**config.mk**
```make
export PLATFORM = sky130hd
export DESIGN_NAME = branch_resolve
export DESIGN_NICKNAME = d
export VERILOG_FILES = /design/src/rtl/branch_pkg.sv /design/src/rtl/branch_cond_eval.sv /design/src/rtl/branch_resolve.sv
export SDC_FILE = /design/constraint.sdc
export NUM_CORES = 1
export LEC_CHECK = 0
export BUFFER_PORTS_ARGS = -buffer_cell sky130_fd_sc_hd__buf_2
export CAP_MARGIN = 10
export CORE_UTILIZATION = 44
export CTS_CLUSTER_SIZE = 10
export DETAILED_ROUTE_END_ITERATION = 6
export GPL_ROUTABILITY_DRIVEN = 0
export PLACE_DENSITY_LB_ADDON = 0.05
export SLEW_MARGIN = 20
export SYNTH_ARGS = -nofsm -noshare
export SYNTH_HDL_FRONTEND = slang
export SYNTH_SLANG_ARGS = --single-unit
```
**constraint.sdc**
```tcl
create_clock -name clk -period 8.88 [get_ports clk]
set_clock_uncertainty 0.2 [all_clocks]
set_input_delay 1.776 -clock clk [delete_from_list [all_inputs] [get_ports clk]]
set_output_delay 1.776 -clock clk [all_outputs]
set_load 0.02 [all_outputs]
```
**src/rtl/branch_pkg.sv**
```systemverilog
// Shared constants and result type for the branch resolution stage.
// Optional statistics counters are enabled with BRANCH_STATS_EN.
package branch_pkg;

    localparam int XLEN = 64;

    localparam logic [2:0] F3_BEQ  = 3'b000;
    localparam logic [2:0] F3_BNE  = 3'b001;
    localparam logic [2:0] F3_BLT  = 3'b100;
    localparam logic [2:0] F3_BGE  = 3'b101;
    localparam logic [2:0] F3_BLTU = 3'b110;
    localparam logic [2:0] F3_BGEU = 3'b111;

    localparam logic [XLEN-1:0] PC_INC = XLEN'(4);

    typedef struct packed {
        logic            taken;
        logic            taken_b;
        logic            mispredict;
        logic            illegal;
        logic [XLEN-1:0] next_pc;
    } br_result_t;

endpackage

```
**src/rtl/branch_cond_eval.sv**
```systemverilog
// Combinational funct3 decode of comparator flags into per-lane branch conditions.
module branch_cond_eval
    import branch_pkg::*;
(
    input  logic [2:0] op_i,
    input  logic       mode_i,
    input  logic       eq_a_i,
    input  logic       slt_a_i,
    input  logic       ult_a_i,
    input  logic       eq_b_i,
    input  logic       slt_b_i,
    input  logic       ult_b_i,
    output logic       taken_o,
    output logic       taken_b_o,
    output logic       illegal_o
);

    // Illegal encodings fall into the default arm and resolve not-taken.
    function automatic logic cond_hit(input logic [2:0] op, input logic eq,
                                      input logic slt, input logic ult);
        case (op)
            F3_BEQ:  cond_hit = eq;
            F3_BNE:  cond_hit = !eq;
            F3_BLT:  cond_hit = slt;
            F3_BGE:  cond_hit = !slt;
            F3_BLTU: cond_hit = ult;
            F3_BGEU: cond_hit = !ult;
            default: cond_hit = 1'b0;
        endcase
    endfunction

    assign illegal_o = (op_i == 3'b010) || (op_i == 3'b011);
    assign taken_o   = cond_hit(op_i, eq_a_i, slt_a_i, ult_a_i);
    assign taken_b_o = !mode_i && cond_hit(op_i, eq_b_i, slt_b_i, ult_b_i);

endmodule

```
**src/rtl/branch_resolve.sv**
```systemverilog
module branch_resolve
  import branch_pkg::*;
#(
  parameter int STAT_W = 32
)
(
  input  logic            clk,
  input  logic            rst_n,
  input  logic            in_valid,
  output logic            in_ready,
  input  logic            in_mode,
  input  logic [2:0]      in_op,
  input  logic            in_eqA,
  input  logic            in_sltA,
  input  logic            in_ultA,
  input  logic            in_eqB,
  input  logic            in_sltB,
  input  logic            in_ultB,
  input  logic            in_pred_taken,
  input  logic [XLEN-1:0] in_pc,
  input  logic [XLEN-1:0] in_target,
  input  logic            flush,
  output logic            out_valid,
  input  logic            out_ready,
  output logic            out_taken,
  output logic            out_taken_b,
  output logic            out_mispredict,
  output logic            out_illegal,
  output logic [XLEN-1:0] out_next_pc
`ifdef BRANCH_STATS_EN
  ,
  input  logic              stat_clr,
  output logic [STAT_W-1:0] stat_branches,
  output logic [STAT_W-1:0] stat_mispredicts
`endif
);

  logic       c_taken, c_taken_b, c_illegal;
  br_result_t res_in;
  br_result_t main_q, main_d, skid_q, skid_d;
  logic       main_vld_q, main_vld_d, skid_vld_q, skid_vld_d;
  logic       in_fire, out_fire;

  branch_cond_eval u_cond (
    .op_i      (in_op),
    .mode_i    (in_mode),
    .eq_a_i    (in_eqA),
    .slt_a_i   (in_sltA),
    .ult_a_i   (in_ultA),
    .eq_b_i    (in_eqB),
    .slt_b_i   (in_sltB),
    .ult_b_i   (in_ultB),
    .taken_o   (c_taken),
    .taken_b_o (c_taken_b),
    .illegal_o (c_illegal)
  );

  always_comb begin
    res_in.taken      = c_taken;
    res_in.taken_b    = c_taken_b;
    res_in.illegal    = c_illegal;
    res_in.mispredict = c_taken ^ in_pred_taken;
    res_in.next_pc    = c_taken ? in_target : in_pc + PC_INC;
  end

  assign in_ready = !skid_vld_q;
  assign in_fire  = in_valid && in_ready;
  assign out_fire = main_vld_q && out_ready;

  always_comb begin
    main_d     = main_q;
    skid_d     = skid_q;
    main_vld_d = main_vld_q;
    skid_vld_d = skid_vld_q;
    if (!main_vld_q || out_fire) begin
      if (skid_vld_q) begin
        main_d     = skid_q;
        main_vld_d = 1'b1;
        skid_vld_d = 1'b0;
      end else if (in_fire) begin
        main_d     = res_in;
        main_vld_d = 1'b1;
      end else begin
        main_vld_d = 1'b0;
      end
    end else if (in_fire) begin
      skid_d     = res_in;
      skid_vld_d = 1'b1;
    end
    if (flush) begin
      main_vld_d = 1'b0;
      skid_vld_d = 1'b0;
    end
  end

  always_ff @(posedge clk or negedge rst_n) begin
    if (!rst_n) begin
      main_vld_q <= 1'b0;
      skid_vld_q <= 1'b0;
    end else begin
      main_vld_q <= main_vld_d;
      skid_vld_q <= skid_vld_d;
    end
  end

  always_ff @(posedge clk) begin
    main_q <= main_d;
    skid_q <= skid_d;
  end

  assign out_valid      = main_vld_q;
  assign out_taken      = main_vld_q && main_q.taken;
  assign out_taken_b    = main_vld_q && main_q.taken_b;
  assign out_mispredict = main_vld_q && main_q.mispredict;
  assign out_illegal    = main_vld_q && main_q.illegal;
  assign out_next_pc    = main_q.next_pc;

`ifdef BRANCH_STATS_EN
  logic [STAT_W-1:0] br_cnt_q, br_cnt_d, mp_cnt_q, mp_cnt_d;

  always_comb begin
    br_cnt_d = br_cnt_q;
    mp_cnt_d = mp_cnt_q;
    if (stat_clr) begin
      br_cnt_d = '0;
      mp_cnt_d = '0;
    end else if (out_fire) begin
      if (br_cnt_q != '1)
        br_cnt_d = br_cnt_q + 1'b1;
      if (out_mispredict && mp_cnt_q != '1)
        mp_cnt_d = mp_cnt_q + 1'b1;
    end
  end

  always_ff @(posedge clk or negedge rst_n) begin
    if (!rst_n) begin
      br_cnt_q <= '0;
      mp_cnt_q <= '0;
    end else begin
      br_cnt_q <= br_cnt_d;
      mp_cnt_q <= mp_cnt_d;
    end
  end

  assign stat_branches    = br_cnt_q;
  assign stat_mispredicts = mp_cnt_q;
`endif

endmodule

```
# [After elaboration in Yosys (flattened, before gate mapping)]
# Index checks and enable logic that the tools add are counted.
[classes] add_sub_neg=1 n_eq_ne=7 muxes=12 bitwise_logic=2 n_reduce_logical=24
[ops] cell="68-bit 2-to-1 mux" n=2
[ops] cell="64-bit by 3-bit adder with 64-bit output, second input constant" n=1
[ops] cell="64-bit 2-to-1 mux" n=1
[ops] cell="3-bit equality test, second input constant" n=4
[ops] cell="1-bit one-hot mux with 6 select lines" n=2
[ops] cell="1-bit zero test" n=9
[ops] cell="1-bit logical AND" n=7
[ops] cell="1-bit 2-to-1 mux" n=7
[ops] cell="3-bit by 2-bit equality test with 1-bit output, second input constant" n=2
[ops] cell="2-bit AND reduction" n=2
[ops] cell="2-bit nonzero test" n=2
[ops] cell="3-bit by 1-bit equality test with 1-bit output, second input constant" n=1
[ops] cell="3-bit zero test" n=1
[ops] cell="3-bit nonzero test" n=1
[ops] cell="1-bit logical OR" n=2
[ops] cell="1-bit inverter" n=1
[ops] cell="1-bit bitwise XOR" n=1
[word_totals] register_bits=138 in_bits=144 output_inout_bits=70 word_cells=58

# [Depth between registers and ports, before layout]
# Gate-level depths: netlist of run 1.
[logic_depth] ltp_word=6 ltp_mapped=10 ltp_nobuf=7

# [Cells and area by module]
# Synthesis of run 1 repeated with hierarchy kept, for this count alone.
[unflattened] cells_unflattened=681 hier_area_um2=7927.6
[by_module_without_submodules] module="branch_resolve" instances=1 cells_per_inst=668 area_per_inst_um2=7831.3 seq_area_each_um2=4134.0
[by_module_without_submodules] module="branch_cond_eval" instances=1 cells_per_inst=13 area_per_inst_um2=96.3 seq_area_each_um2=0.0

# [Worst setup path after synthesis of run 1]
# No wires, ideal clock.
[synth_timing] kind="in2reg" from="input port out_ready" to="register skid_q[0] (netlist name) (enable)" setup_ns=0.592 arrival_time_ns=6.955 required_time_ns=8.088 path_slack_ns=1.133 cell_stages=2 path_buffers=0 path_cell_list="nand2b_1 nor3b_1"
[synth_via] elab_chain_cells=4
[synth_lines] element="from (decl)" line="branch_resolve.sv:24" source="input logic out_ready,"
[synth_lines] element="1-bit logical AND" line="branch_resolve.sv:68" source="assign out_fire = main_vld_q && out_ready;"
[synth_lines] element="1-bit logical OR" line="branch_resolve.sv:75" source="if (!main_vld_q || out_fire) begin"
[synth_lines] element="1-bit inverter (no line)"
[synth_lines] element="2-bit AND reduction (no line)"
[synth_lines] element="to (signal assigned)" line="branch_resolve.sv:108" source="skid_q <= skid_d;"
[synth_lines] element="to (decl)" line="branch_resolve.sv:40" source="br_result_t main_q, main_d, skid_q, skid_d;"
# Every way passes these cells.
# A chain may end at the register's enable or synchronous reset.

# [Worst setup path in the final report of run 1]
[layout_timing] from="input port in_pc[14]" to="register main_q, in the netlist out_next_pc[63], data pin"
[layout_via] elab_chain_cells=4
[layout_lines] element="from (decl)" line="branch_resolve.sv:20" source="input logic [XLEN-1:0] in_pc,"
[layout_lines] element="64-bit by 3-bit adder with 64-bit output" line="branch_resolve.sv:63" source="res_in.next_pc = c_taken ? in_target : in_pc + PC_INC;"
[layout_lines] element="64-bit 2-to-1 mux" line="branch_resolve.sv:63"
[layout_lines] element="68-bit 2-to-1 mux" line="branch_resolve.sv:80" source="end else if (in_fire) begin"
[layout_lines] element="68-bit 2-to-1 mux" line="branch_resolve.sv:76" source="if (skid_vld_q) begin"
[layout_lines] element="to (signal assigned)" line="branch_resolve.sv:107" source="main_q <= main_d;"
[layout_lines] element="to (decl)" line="branch_resolve.sv:40"
# Every way passes these cells. The select of a mux whose other input is x is not followed.

==> results of run 1 <==
path summary, 6_finish.rpt:
check                                       start                   endpoint  slack (ns)  cells past startpoint
min                          skid_q[65]$_DFFE_PP_       main_q[65]$_DFFE_PP_        0.32                      2
max reg2reg                skid_vld_q$_DFFE_PN0P_  out_next_pc[34]$_DFFE_PP_        5.97                      5
max in group asynchronous                   rst_n     skid_vld_q$_DFFE_PN0P_        7.44                      1
max                                     in_pc[14]  out_next_pc[63]$_DFFE_PP_        4.65                      7
min in group asynchronous                   rst_n     skid_vld_q$_DFFE_PN0P_        0.93                      1
min reg2reg                  skid_q[65]$_DFFE_PP_       main_q[65]$_DFFE_PP_        0.32                      2
registers in the layout, summed over array words and instances, names as in the netlist:
| name | flops |
|---|---|
| skid_q | 68 |
| out_valid | 1 |
| main_q | 4 |
| skid_vld_q | 1 |
| out_next_pc | 64 |
area by class of cell:
| type | count | share of cell area |
|---|---|---|
| inverters | 7 | 0.002888 |
| multi-input cells | 468 | 0.3254 |
| clock inverters | 15 | 0.01719 |
| flip-flops and latches | 138 | 0.4545 |
| well taps | 225 | 0.03094 |
| diodes | 1 | 0.0002750 |
| clock buffers | 17 | 0.04675 |
| repair buffers | 219 | 0.1221 |
power by group through the flow:
stage / logic [uW] / registers [uW] / clock network (uW)
floorplan: 207 / 804 / 0
global placement: 269 / 804 / 0
detailed placement: 275 / 805 / 0
CTS: 277 / 792 / 727
global route: 301 / 795 / 752
finish: 274 / 792 / 708
metrics by stage:
stage                     setup slack (ns)  hold slack (ns)  utilization
after floorplan                      1.133           0.2874            -
after global placement               4.242           0.2959       0.4940
after detailed placement             4.190           0.2999       0.4940
after CTS                            4.617           0.3138       0.5277
after global routing                 4.419           0.3426       0.5279
final                                4.653           0.3191       0.5279
layout by cell type (no fill, tap or decap), types with 3 or more instances in the layout:
cell type,n
and4_1,5
nand4_1,22
xnor2_1,36
and3_1,24
a21oi_1,30
or3_1,6
a21oi_2,4
mux2_2,35
o31ai_1,9
nor4_1,10
a31o_2,6
nor2_1,51
edfxtp_1,136
clkinv_2,4
buf_4,6
xor2_1,17
nor3_1,16
and2_1,11
clkbuf_16,17
bufinv_16,3
o221ai_1,13
inv_1,5
clkinvlp_4,3
nand2_1,86
nand3_1,18
clkinv_1,4
o21ai_0,38
o31ai_2,3
buf_2,213
layer usage:
layer	share of wire	vias to the layer above
li1	-	2834
met1	0.47	2751
met2	0.45	190
met3	0.071	22
met4	0.012	4
met5	0.0011	-
Yosys cell counts, drive strengths merged, types with 5 or more instances:
library cell	instances	area, um^2
a21oi	34	185.2
a31o	8	70.07
and2	11	68.82
and3	24	150.1
and4	5	43.79
buf	75	540.5
clkbuf	22	82.58
edfxtp	136	4084
inv	6	22.52
mux2	35	394.1
nand2	86	322.8
nand3	19	100.1
nand4	23	150.1
nor2	51	191.4
nor3	17	96.35
nor4	12	96.34
o21ai	41	209.0
o221ai	13	113.9
o31ai	12	105.1
or3	6	37.54
xnor2	36	315.3
xor2	17	148.9
cell families (layout without fill, tap and decap cells):
group,count (synthesis),count (layout)
adders and majority gates,1,1
DFF,138,138
and+or+nand+nor,263,263
xor gates and xnor gates,53,53
other,0,1
buffers and inverters,104,258
muxes,37,37
AOI/OAI and AO/OA,114,114
worst max-delay path, delay by kind of cell:
family	cells	cell delay [ns]
xor+xnor	1	0.22
compound gates	1	0.13
simple gates	4	1.88
buf+inv	1	0.14
==> results.cfg, run 1 <==
[outcome]
status = completed

[power]
swShare = 0.2561
power_switching_uw = 454.3
intPower_uw = 1320
pwr-share-clk = 0.399
powerDensity_mw_per_mm2 = 195.0
power_frac_comb = 0.155
fin_total_pwr_uw = 1774
vdd_drop_max_mv = 0.1374
seqPwrFrac = 0.446
leakage_uw = 0.003427

[die]
coreArea_mm2 = 0.01724
die_h_um = 134.6
ios = 214
die_area_mm2 = 0.01811
rows = 48
die_x_um = 134.6
start_util = 0.4485

[synthesis]
avgSynthCellArea_um2 = 10.89
synthXorXnorAreaFrac = 0.06004
synth_area_mm2 = 0.007731
synthCells = 710
ys_seq_elements = 138
synth-edff-count = 136
synth_compound_area_frac = 0.09468
yosysWarnings = 0
ys.flop_type = edfxtp_1
async_flop_share = 0.01449
synth_nets = 855
synthAdderAreaFrac = 0.001618
yosysSeqAreaShare = 0.5347
synthMuxAreaShare = 0.05357
synthSimpleGateAreaFrac = 0.1714
synth_cell_types = 51
synth_top_family_by_area = simple AND/OR/NAND/NOR gates

[worst_setup_path]
worstPathMaxFanout = 7
critPathArrivalTime_ns = 4.15
slowest_stage = nor4_1
crit_required_ns = 8.80
endpoint_kind = flop
path_common_cell = nor4_1
start_kind = input port
critPathKind = in -> reg
cpPeakStageDelay_ns = 0.65
crit_chain = buf_2 > nand3_2 > nor4_1 > nand3_1 > nor4_1 > xnor2_1 > o221ai_1

[global_route]
grt_pass1_wl_mm = 29.86
grt_overflow_total = 0
grt_max_degree = 79
grt_use_met2 = 0.3319
use_met3 = 0.07095
grt_use_met1 = 0.3012
antenna_found_initial = 3
busiest_layer = met2
grt_usage = 0.2188
grt_pass1_vias = 5560

[timing]
min_period_ns = 4.227
fin_crit_sh = 0.4760
rsz0062_at_grt = false
slew_violations = 0
fmax_ghz = 0.2366
finalSetupTns_ns = 0
worst_pin_slew_ns = 1.011
slew_headroom = 0.3257
finalSetupViolCount = 0
finalHoldViolations = 0

[cts]
cts_tree = yes
clk_pin_slew_ns = 0.06
hold_buffers = 0
post_cts_buffers = 0
numCtsBuffers = 17
htreeDepth = 4
clock_latency_ns = 0.41
clock_path_buffers = 2
root_buffer = clkbuf_16
cts_resized = 0
cts_sinks = 138

[final_layout]
register_area_mm2 = 0.004135
multiInputGateArea_mm2 = 0.002960
nNetsFinal = 996
final_area_mm2 = 0.009099
area_growth_syn_to_layout_pct = 17.69
nFillCells = 1587
final_cells = 1090
drive_gt1_frac = 0.3576

[placement]
portBuffers = 213
dp_cells = 1057
hpwl_mm = 13.25
placed_area_mm2 = 0.008514

[drt]
wl_mm = 19.56
antenna_left = 0
wl_per_cell_um = 17.94
avgViaCountPerCell = 5.322
first_pass_iters = 4
drc = 0
drt_iter0_markers = 399
vias = 5801

[job]
maxCapViolCount = 0

[min_path]
hp-class = reg -> reg
(Power assumes the default switching activity.)
==> run 2: changes to the inputs <==
- clock period: 8.88 -> 3.5 ns (I/O delays scaled with it)
==> run 2 against run 1 <==
Critical path depth shrank 5. Count of clock-buffer cells in the layout rose by 1. Routed wire length is 4.3% higher. Die area unchanged. Global-route usage increased by 1.2 points. Power grew to 2.6 times the previous value. Combinational power grew to 2.6 times the previous value. Clock power increased to 2.6 times the previous value. Highest routed layer unchanged.
==> results.cfg, run 2 (same netlist as run 1, synthesis figures left out) <==
[final_layout]
final_common_cell = buf_2
nNetsFinal = 1012
largest_reg_flops = 68
antennaDiodeCount = 0
mostFrequentLayoutCells = 213 x buf_2, 136 x edfxtp_1, 86 x nand2_1
area_growth_syn_to_layout_pct = 20.12
nFillCells = 1570
largest-register = skid_q
drive_gt1_frac = 0.3697

[power]
seqPwrFrac = 0.443
intPower_uw = 3367
powerDensity_mw_per_mm2 = 488.5
vdd_drop_max_mv = 0.3578
leakage_uw = 0.003530
pwr-share-clk = 0.398
swShare = 0.2577
power_switching_uw = 1169
power_frac_comb = 0.159

[drt]
wl_per_cell_um = 18.47
avgViaCountPerCell = 5.424
first_pass_iters = 7
wl_mm = 20.39
vias = 5988
antenna_left = 0
drc = 0
drt_iter0_markers = 461

[global_route]
grt_usage = 0.2303
grt_max_degree = 69
antenna_found_initial = 2
grt_pass1_wl_mm = 31.60
busiest_layer = met2
grt_overflow_total = 0
grt_use_met2 = 0.3633
grt_use_met1 = 0.3160
use_met3 = 0.06569
grt_pass1_vias = 5778

[timing]
worst_pin_slew_ns = 0.7162
finalSetupTns_ns = 0
fin_crit_sh = 0.8032
layout_setup_ws_ns = 0.6887
slew_violations = 0
finalSetupViolCount = 0
finalHoldViolations = 0
slew_headroom = 0.5218
min_period_ns = 2.811
rsz0062_at_grt = false
fmax_ghz = 0.3557

[worst_setup_path]
critPathKind = reg -> out
critPathArrivalTime_ns = 1.91
start_kind = flop
worstPathMaxFanout = 30
crit_required_ns = 2.60
endpoint_kind = primary output

[placement]
portBuffers = 213
pre_cts_slack_ns = 0.3056
hpwl_mm = 14.45

[job]
maxCapViolCount = 0

[die]
die_area_mm2 = 0.01811
die_x_um = 134.6
coreArea_mm2 = 0.01724
rows = 48
die_h_um = 134.6
ios = 214
start_util = 0.4485

[min_path]
hp-class = in -> reg

[cts]
htreeDepth = 4
clock_path_buffers = 2
clk_pin_slew_ns = 0.06
cts_tree = yes
numCtsBuffers = 17
root_buffer = clkbuf_16
cts_sinks = 138
clock_latency_ns = 0.42

[outcome]
status = completed
## run 2: layout make-up
type                       instances  area [um^2]  area share
sequential                       138         4135      0.4453
multi-input combinational        468         2967      0.3195
timing repair buffer             235         1296      0.1396
clock buffer                      18        429.2     0.04621
tap                              225        281.5     0.03032
clock inverter                    13        151.4     0.01630
inverter                           7        26.28    0.002829
## run 2: routing by layer
metal	part of all wire	vias to the layer above
li1	-	2867
met3	0.071	25
met4	0.010	4
met5	0.0012	-
met2	0.46	226
met1	0.46	2866
## run 2: critical path: stages, from the launching register on
cell	delay [ns]
dfrtp_2	0.57
inv_2	0.61
buf_2	0.29
## run 2: power by group through the flow
stage	clock network, uW	logic [uW]	registers, uW
after floorplan	0	525	2040
after global placement	0	707	2040
after detailed placement	0	723	2040
after CTS	1840	728	2010
after global routing	1900	792	2020
final	1810	723	2010
## run 2: final timing paths
kind	start	end	slack (ns)	cells after the start
max in group asynchronous	rst_n	skid_vld_q$_DFFE_PN0P_	2.59	2
min	flush	out_valid$_DFFE_PN0N_	0.25	2
min reg2reg	skid_q[66]$_DFFE_PP_	main_q[66]$_DFFE_PP_	0.33	2
max reg2reg	skid_vld_q$_DFFE_PN0P_	out_next_pc[17]$_DFFE_PP_	1.08	4
min in group asynchronous	rst_n	out_valid$_DFFE_PN0N_	0.40	2
max	skid_vld_q$_DFFE_PN0P_	in_ready	0.69	2
## run 2: per-stage QoR
stage	instance area [um^2]	utilization	hold slack, ns	std cells	power (uW)
2_1_floorplan	7745	-	0.2044	710	2561
3_3_place_gp	8696	0.5045	0.2854	1072	2748
3_5_place_dp	8696	0.5045	0.2910	1072	2765
4_1_cts	9286	0.5388	0.2321	1104	4573
5_1_grt	9286	0.5388	0.2396	1104	4704
6_report	9286	0.5388	0.2452	1104	4536
## run 2: what timing repair did
item	CTS	global route
setup endpoints to repair	0	0
setup buffers	0	0
endpoints found under the hold margin	2	0
hold buffers	1	0
gates resized for setup	0	0
